--- src/rtl/multicycle_controller_pkg.sv ---
// Shared types and encodings for the multicycle RISC-V control unit.
// Holds the FSM state enum, the opcode constants and the ALU control and alu_op codes.
package multicycle_controller_pkg;

    typedef enum logic [3:0] {
        S_FETCH    = 4'd0,
        S_DECODE   = 4'd1,
        S_MEMADR   = 4'd2,
        S_MEMREAD  = 4'd3,
        S_MEMWB    = 4'd4,
        S_MEMWRITE = 4'd5,
        S_EXECUTER = 4'd6,
        S_EXECUTEI = 4'd7,
        S_ALUWB    = 4'd8,
        S_BEQ      = 4'd9,
        S_JAL      = 4'd10
    } state_t;

    localparam logic [6:0] OP_LOAD   = 7'b0000011;
    localparam logic [6:0] OP_STORE  = 7'b0100011;
    localparam logic [6:0] OP_RTYPE  = 7'b0110011;
    localparam logic [6:0] OP_ITYPE  = 7'b0010011;
    localparam logic [6:0] OP_JAL    = 7'b1101111;
    localparam logic [6:0] OP_BRANCH = 7'b1100011;

    // Bit 0 of every subtracting code tells the ALU to invert src_B.
    localparam logic [2:0] ALU_ADD = 3'b000;
    localparam logic [2:0] ALU_SUB = 3'b001;
    localparam logic [2:0] ALU_AND = 3'b010;
    localparam logic [2:0] ALU_OR  = 3'b011;
    localparam logic [2:0] ALU_SLT = 3'b101;

    localparam logic [1:0] ALUOP_ADD   = 2'b00;
    localparam logic [1:0] ALUOP_SUB   = 2'b01;
    localparam logic [1:0] ALUOP_FUNCT = 2'b10;

endpackage

--- src/rtl/multicycle_controller_alu_decoder.sv ---
// Combinational ALU decoder: turns the FSM's alu_op plus the instruction
// function fields into the 3-bit ALU select.
module alu_decoder
    import multicycle_controller_pkg::*;
(
    input  logic [1:0] i_aluOp,
    input  logic [2:0] i_funct3,
    input  logic       i_op5,
    input  logic       i_funct7b5,
    output logic [2:0] o_aluControl
);

    always_comb begin
        o_aluControl = ALU_ADD;
        case (i_aluOp)
            ALUOP_ADD: o_aluControl = ALU_ADD;
            ALUOP_SUB: o_aluControl = ALU_SUB;
            ALUOP_FUNCT: begin
                case (i_funct3)
                    // Only R-type (op[5] set) can subtract; addi ignores instr[30].
                    3'b000:  o_aluControl = (i_op5 & i_funct7b5) ? ALU_SUB : ALU_ADD;
                    3'b010:  o_aluControl = ALU_SLT;
                    3'b110:  o_aluControl = ALU_OR;
                    3'b111:  o_aluControl = ALU_AND;
                    default: o_aluControl = ALU_ADD;
                endcase
            end
            default: o_aluControl = ALU_ADD;
        endcase
    end

endmodule

--- src/rtl/multicycle_controller.sv ---
// Moore control FSM for a multicycle RISC-V datapath, with immediate-type
// decode and the ALU decoder sub-block.
module multicycle_controller
    import multicycle_controller_pkg::*;
(
    input  logic       clk,
    input  logic       reset_n,
    input  logic [6:0] op,
    input  logic [2:0] funct3,
    input  logic       funct7b5,
    input  logic       zero,
    output logic       pc_write,
    output logic       adr_src,
    output logic       mem_write,
    output logic       ir_write,
    output logic       reg_write,
    output logic [1:0] result_src,
    output logic [1:0] alu_src_a,
    output logic [1:0] alu_src_b,
    output logic [1:0] imm_src,
    output logic [2:0] alu_control,
    output logic [3:0] state_o
);

    state_t     r_state;
    state_t     w_nextState;
    logic       w_pcUpdate;
    logic       w_branch;
    logic       w_memWrite;
    logic       w_irWrite;
    logic       w_regWrite;
    logic [1:0] w_aluOp;

    always_ff @(posedge clk or negedge reset_n) begin
        if (!reset_n) begin
            r_state <= S_FETCH;
        end else begin
            r_state <= w_nextState;
        end
    end

    always_comb begin
        w_nextState = S_FETCH;
        w_pcUpdate  = 1'b0;
        w_branch    = 1'b0;
        w_memWrite  = 1'b0;
        w_irWrite   = 1'b0;
        w_regWrite  = 1'b0;
        w_aluOp     = ALUOP_ADD;
        adr_src     = 1'b0;
        result_src  = 2'b00;
        alu_src_a   = 2'b00;
        alu_src_b   = 2'b00;
        case (r_state)
            S_FETCH: begin
                w_irWrite   = 1'b1;
                alu_src_b   = 2'b10;
                result_src  = 2'b10;
                w_pcUpdate  = 1'b1;
                w_nextState = S_DECODE;
            end
            S_DECODE: begin
                alu_src_a = 2'b01;
                alu_src_b = 2'b01;
                case (op)
                    OP_LOAD, OP_STORE: w_nextState = S_MEMADR;
                    OP_RTYPE:          w_nextState = S_EXECUTER;
                    OP_ITYPE:          w_nextState = S_EXECUTEI;
                    OP_JAL:            w_nextState = S_JAL;
                    OP_BRANCH:         w_nextState = S_BEQ;
                    default:           w_nextState = S_FETCH;
                endcase
            end
            S_MEMADR: begin
                alu_src_a   = 2'b10;
                alu_src_b   = 2'b01;
                w_nextState = (op == OP_LOAD) ? S_MEMREAD : S_MEMWRITE;
            end
            S_MEMREAD: begin
                adr_src     = 1'b1;
                w_nextState = S_MEMWB;
            end
            S_MEMWB: begin
                result_src  = 2'b01;
                w_regWrite  = 1'b1;
                w_nextState = S_FETCH;
            end
            S_MEMWRITE: begin
                adr_src     = 1'b1;
                w_memWrite  = 1'b1;
                w_nextState = S_FETCH;
            end
            S_EXECUTER: begin
                alu_src_a   = 2'b10;
                w_aluOp     = ALUOP_FUNCT;
                w_nextState = S_ALUWB;
            end
            S_EXECUTEI: begin
                alu_src_a   = 2'b10;
                alu_src_b   = 2'b01;
                w_aluOp     = ALUOP_FUNCT;
                w_nextState = S_ALUWB;
            end
            S_ALUWB: begin
                w_regWrite  = 1'b1;
                w_nextState = S_FETCH;
            end
            S_JAL: begin
                alu_src_a   = 2'b01;
                alu_src_b   = 2'b10;
                w_pcUpdate  = 1'b1;
                w_nextState = S_ALUWB;
            end
            S_BEQ: begin
                alu_src_a   = 2'b10;
                w_aluOp     = ALUOP_SUB;
                w_branch    = 1'b1;
                w_nextState = S_FETCH;
            end
            default: w_nextState = S_FETCH;
        endcase
    end

    // Write strobes are masked by reset so nothing is committed while held in reset.
    assign pc_write  = reset_n & (w_pcUpdate | (w_branch & zero));
    assign ir_write  = reset_n & w_irWrite;
    assign mem_write = reset_n & w_memWrite;
    assign reg_write = reset_n & w_regWrite;
    assign state_o   = r_state;

    always_comb begin
        imm_src = 2'b00;
        case (op)
            OP_ITYPE, OP_LOAD: imm_src = 2'b00;
            OP_STORE:          imm_src = 2'b01;
            OP_BRANCH:         imm_src = 2'b10;
            OP_JAL:            imm_src = 2'b11;
            default:           imm_src = 2'b00;
        endcase
    end

    alu_decoder u_aluDecoder (
        .i_aluOp      (w_aluOp),
        .i_funct3     (funct3),
        .i_op5        (op[5]),
        .i_funct7b5   (funct7b5),
        .o_aluControl (alu_control)
    );

endmodule
--- config.mk ---
export PLATFORM = sky130hd
export DESIGN_NAME = multicycle_controller
export DESIGN_NICKNAME = d
export VERILOG_FILES = /design/src/rtl/multicycle_controller_pkg.sv /design/src/rtl/multicycle_controller_alu_decoder.sv /design/src/rtl/multicycle_controller.sv
export SDC_FILE = /design/constraint.sdc
export NUM_CORES = 1
export LEC_CHECK = 0
export ABC_AREA = 1
export CORE_MARGIN = 10
export CORE_UTILIZATION = 34
export DETAILED_ROUTE_END_ITERATION = 8
export HOLD_SLACK_MARGIN = 0.1
export PLACE_DENSITY = 0.75
export SYNTH_ARGS = -nofsm -noshare
export SYNTH_HDL_FRONTEND = slang
export SYNTH_SLANG_ARGS = --single-unit
--- constraint.sdc ---
create_clock -name clk -period 1.9 [get_ports clk]
set_clock_uncertainty 0.1 [all_clocks]
set_input_delay 0.38 -clock clk [delete_from_list [all_inputs] [get_ports clk]]
set_output_delay 0.38 -clock clk [all_outputs]
set_load 0.01 [all_outputs]
==> results.yml <==
setup_path:
  start_kind: "flip-flop"
  crit_path_max_fanout: 3
  crit_arrival_ns: 1.68
  cp.required_ns: 1.42
  path_class: "flip-flop to output port"
  endpoint_kind: "output port"
synthesis:
  synth.distinct_cells: 13
  syn-num-nets: 114
  netlist_instances: 98
  avgSynthCellArea_um2: 5.16
  ys_ff_latch: 4
  syn_area_um2: 505
  yosys_warnings: 0
  seq_area_frac_synth_pct: 19.8
routing:
  firstDrtPassIters: 5
  wl_per_cell_um: 15.2
  first_iter_violations: 48
  viasPerCell: 5.02
  met2_length_um: 1410
  ant_nets: 0
  drc: 0
  wirelength_um: 2810
  maxUsedRoutingLayer: "met4"
  wl_met3_um: 260
  vias: 928
  wl_met1_um: 1030
cts:
  cts_root_buffer: "clkbuf_4"
  cts_buffers: 3
  insertion_delay_ns: 0.24
  htreeDepth: 1
  clkTransAtPathRegs_ns: 0.05
  cts_max_path_buffers: 2
  cts_tree: "yes"
  clock-sinks: 4
layout:
  final_cell_area_um2: 1230
  instances_no_fill: 185
  regArea_um2: 100
  n_fill_cell: 63
  syn_to_final_growth_pct: 143
  diodes: 0
  multi_input_area_um2: 463
  final_layout_size_suffix_gt1_share_pct: 53.5
  nets: 188
  largest_register_ffs: 4
die:
  rows: 13
  fp.dieH_um: 58.6
  dieArea_um2: 3430
  dieWidth_um: 58.6
  io_pins: 34
  initial_utilization_pct: 37.4
  core_area_um2: 1350
placed_design:
  dp.final_hpwl_um: 1670
  dpl_cell_area_um2: 1070
  gp_congestion: 0.857
  dp_slack_ns: -0.489
  dp_cells: 174
  io_buffers: 33
timing:
  finalWorstSetupSlack_ns: -0.263
  worstMarginPinSlew_ns: 0.210
  slew_headroom_pct: 85.9
  clock.fmax_mhz: 462
  rsz0062_at_grt: "yes"
  fin_crit_ns: 2.16
  hold_viol: 0
  fin_crit_sh_pct: 114
  fin_setup_tns_ns: -1.18
  maxSlewViolCount: 0
  report.final.setup_viol: 9
grt:
  antenna_found_initial: 0
  grt_max_degree: 7
  grt.total_usage_pct: 13.4
  grt_pass1_vias: 858
  grt_pass1_wl_um: 3840
  overflow: 0
run_status:
  violations: "negative setup slack"
  status: "finished with violations"
job:
  maxCapViolCount: 0
power:
  vdd.ir_drop.worst_v: 0.000515
  powerDensity_nw_per_um2: 630
  p_leak_nw: 0.751
min_path:
  min_path_type: "input port to asynchronous set/reset pin"
[power by group]
group,internal [W],leakage [nW],switching [W],total [W]
combinational,0.000262,0.684,0.000286,0.000548
sequential,0.0000985,0.0538,0.0000105,0.000109
clock,0.0000713,0.0138,0.0000439,0.000115
total,0.000432,0.751,0.000340,0.000772
[final cells by class]
cell class	count	area share, %
Tap cell	15	1.53
Timing Repair Buffer	69	44.6
Multi-Input combinational cell	74	37.8
Inverter	20	6.12
Sequential cell	4	8.16
Clock buffer	3	1.84
[cells in the final DEF (no fill, tap or decap), drive strengths merged, types with 2 or more instances in the layout]
| master | count |
|---|---|
| nand2 | 29 |
| inv | 20 |
| nand3 | 11 |
| clkbuf | 7 |
| buf | 48 |
| ha | 2 |
| a21oi | 4 |
| clkdlybuf4s50 | 11 |
| dfrtp | 4 |
| dlymetal6s2s | 6 |
| nor2 | 25 |
[final timing paths]
path	startpoint	end	slack, ns	cells after the start
worst max-delay path	state_o[2]	alu_control[0]	-0.26	9
worst min-delay path	reset_n	state_o[0]	0.36	2
worst max register to register	state_o[2]	state_o[2]	0.20	10
worst min register to register	state_o[1]	state_o[3]	0.70	4
max in group asynchronous	reset_n	state_o[1]	1.23	2
min in group clk	op[2]	state_o[3]	0.52	6
[repair_timing]
action,4_1_cts,5_1_grt
endpoints found under the setup margin,16,16
hold buffers,0,0
gates resized for setup,67,41
setup buffers,2,6
pin swaps,10,14
[synthesized netlist by cell type]
cell type / number / area, um2
o21ai_0: 1 / 5.00
nand3_1: 11 / 55.1
nand4_1: 1 / 6.26
ha_1: 2 / 25.0
dfrtp_1: 4 / 100
inv_1: 18 / 67.6
nand2_2: 2 / 12.5
nand2_1: 27 / 101
nor2_2: 2 / 12.5
nor4_1: 1 / 6.26
nor2_1: 23 / 86.3
inv_2: 2 / 7.51
a21oi_1: 4 / 20.0
[per-layer routing]
layer	track usage, %	vias up
li1	-	443
met1	14.3	409
met2	23.8	60
met3	4.08	16
met4	5.37	0
met5	0	-
[cells by family (layout without fill, tap and decap cells)]
kind of cell               count (synthesis)  in the layout  synth area share [%]
AOI/OAI and AO/OA                          5              5                  4.95
adders and majority gates                  2              2                  4.95
buffers and inverters                     20             92                  14.9
DFF                                        4              4                  19.8
and+or+nand+nor                           67             67                  55.4
[worst max-delay path, stage by stage, from the launching register on]
cell,delay (ns)
dfrtp_1,0.43
buf_6,0.14
nor2_4,0.13
nand2_4,0.08
ha_4,0.18
nand2_4,0.08
nor2_4,0.04
nor2_2,0.13
a21oi_1,0.08
buf_2,0.14
[through the flow]
stage | hold WS [ns] | util [%] | total power (W)
after floorplan | -0.0156 | - | 0.000299
after global placement | 0.570 | 79.3 | 0.000606
after detailed placement | 0.577 | 79.3 | 0.000615
after CTS | 0.330 | 84.2 | 0.000701
after global routing | 0.378 | 90.8 | 0.000826
final | 0.359 | 90.8 | 0.000772
Note: power is estimated with default switching activity, not from simulation.
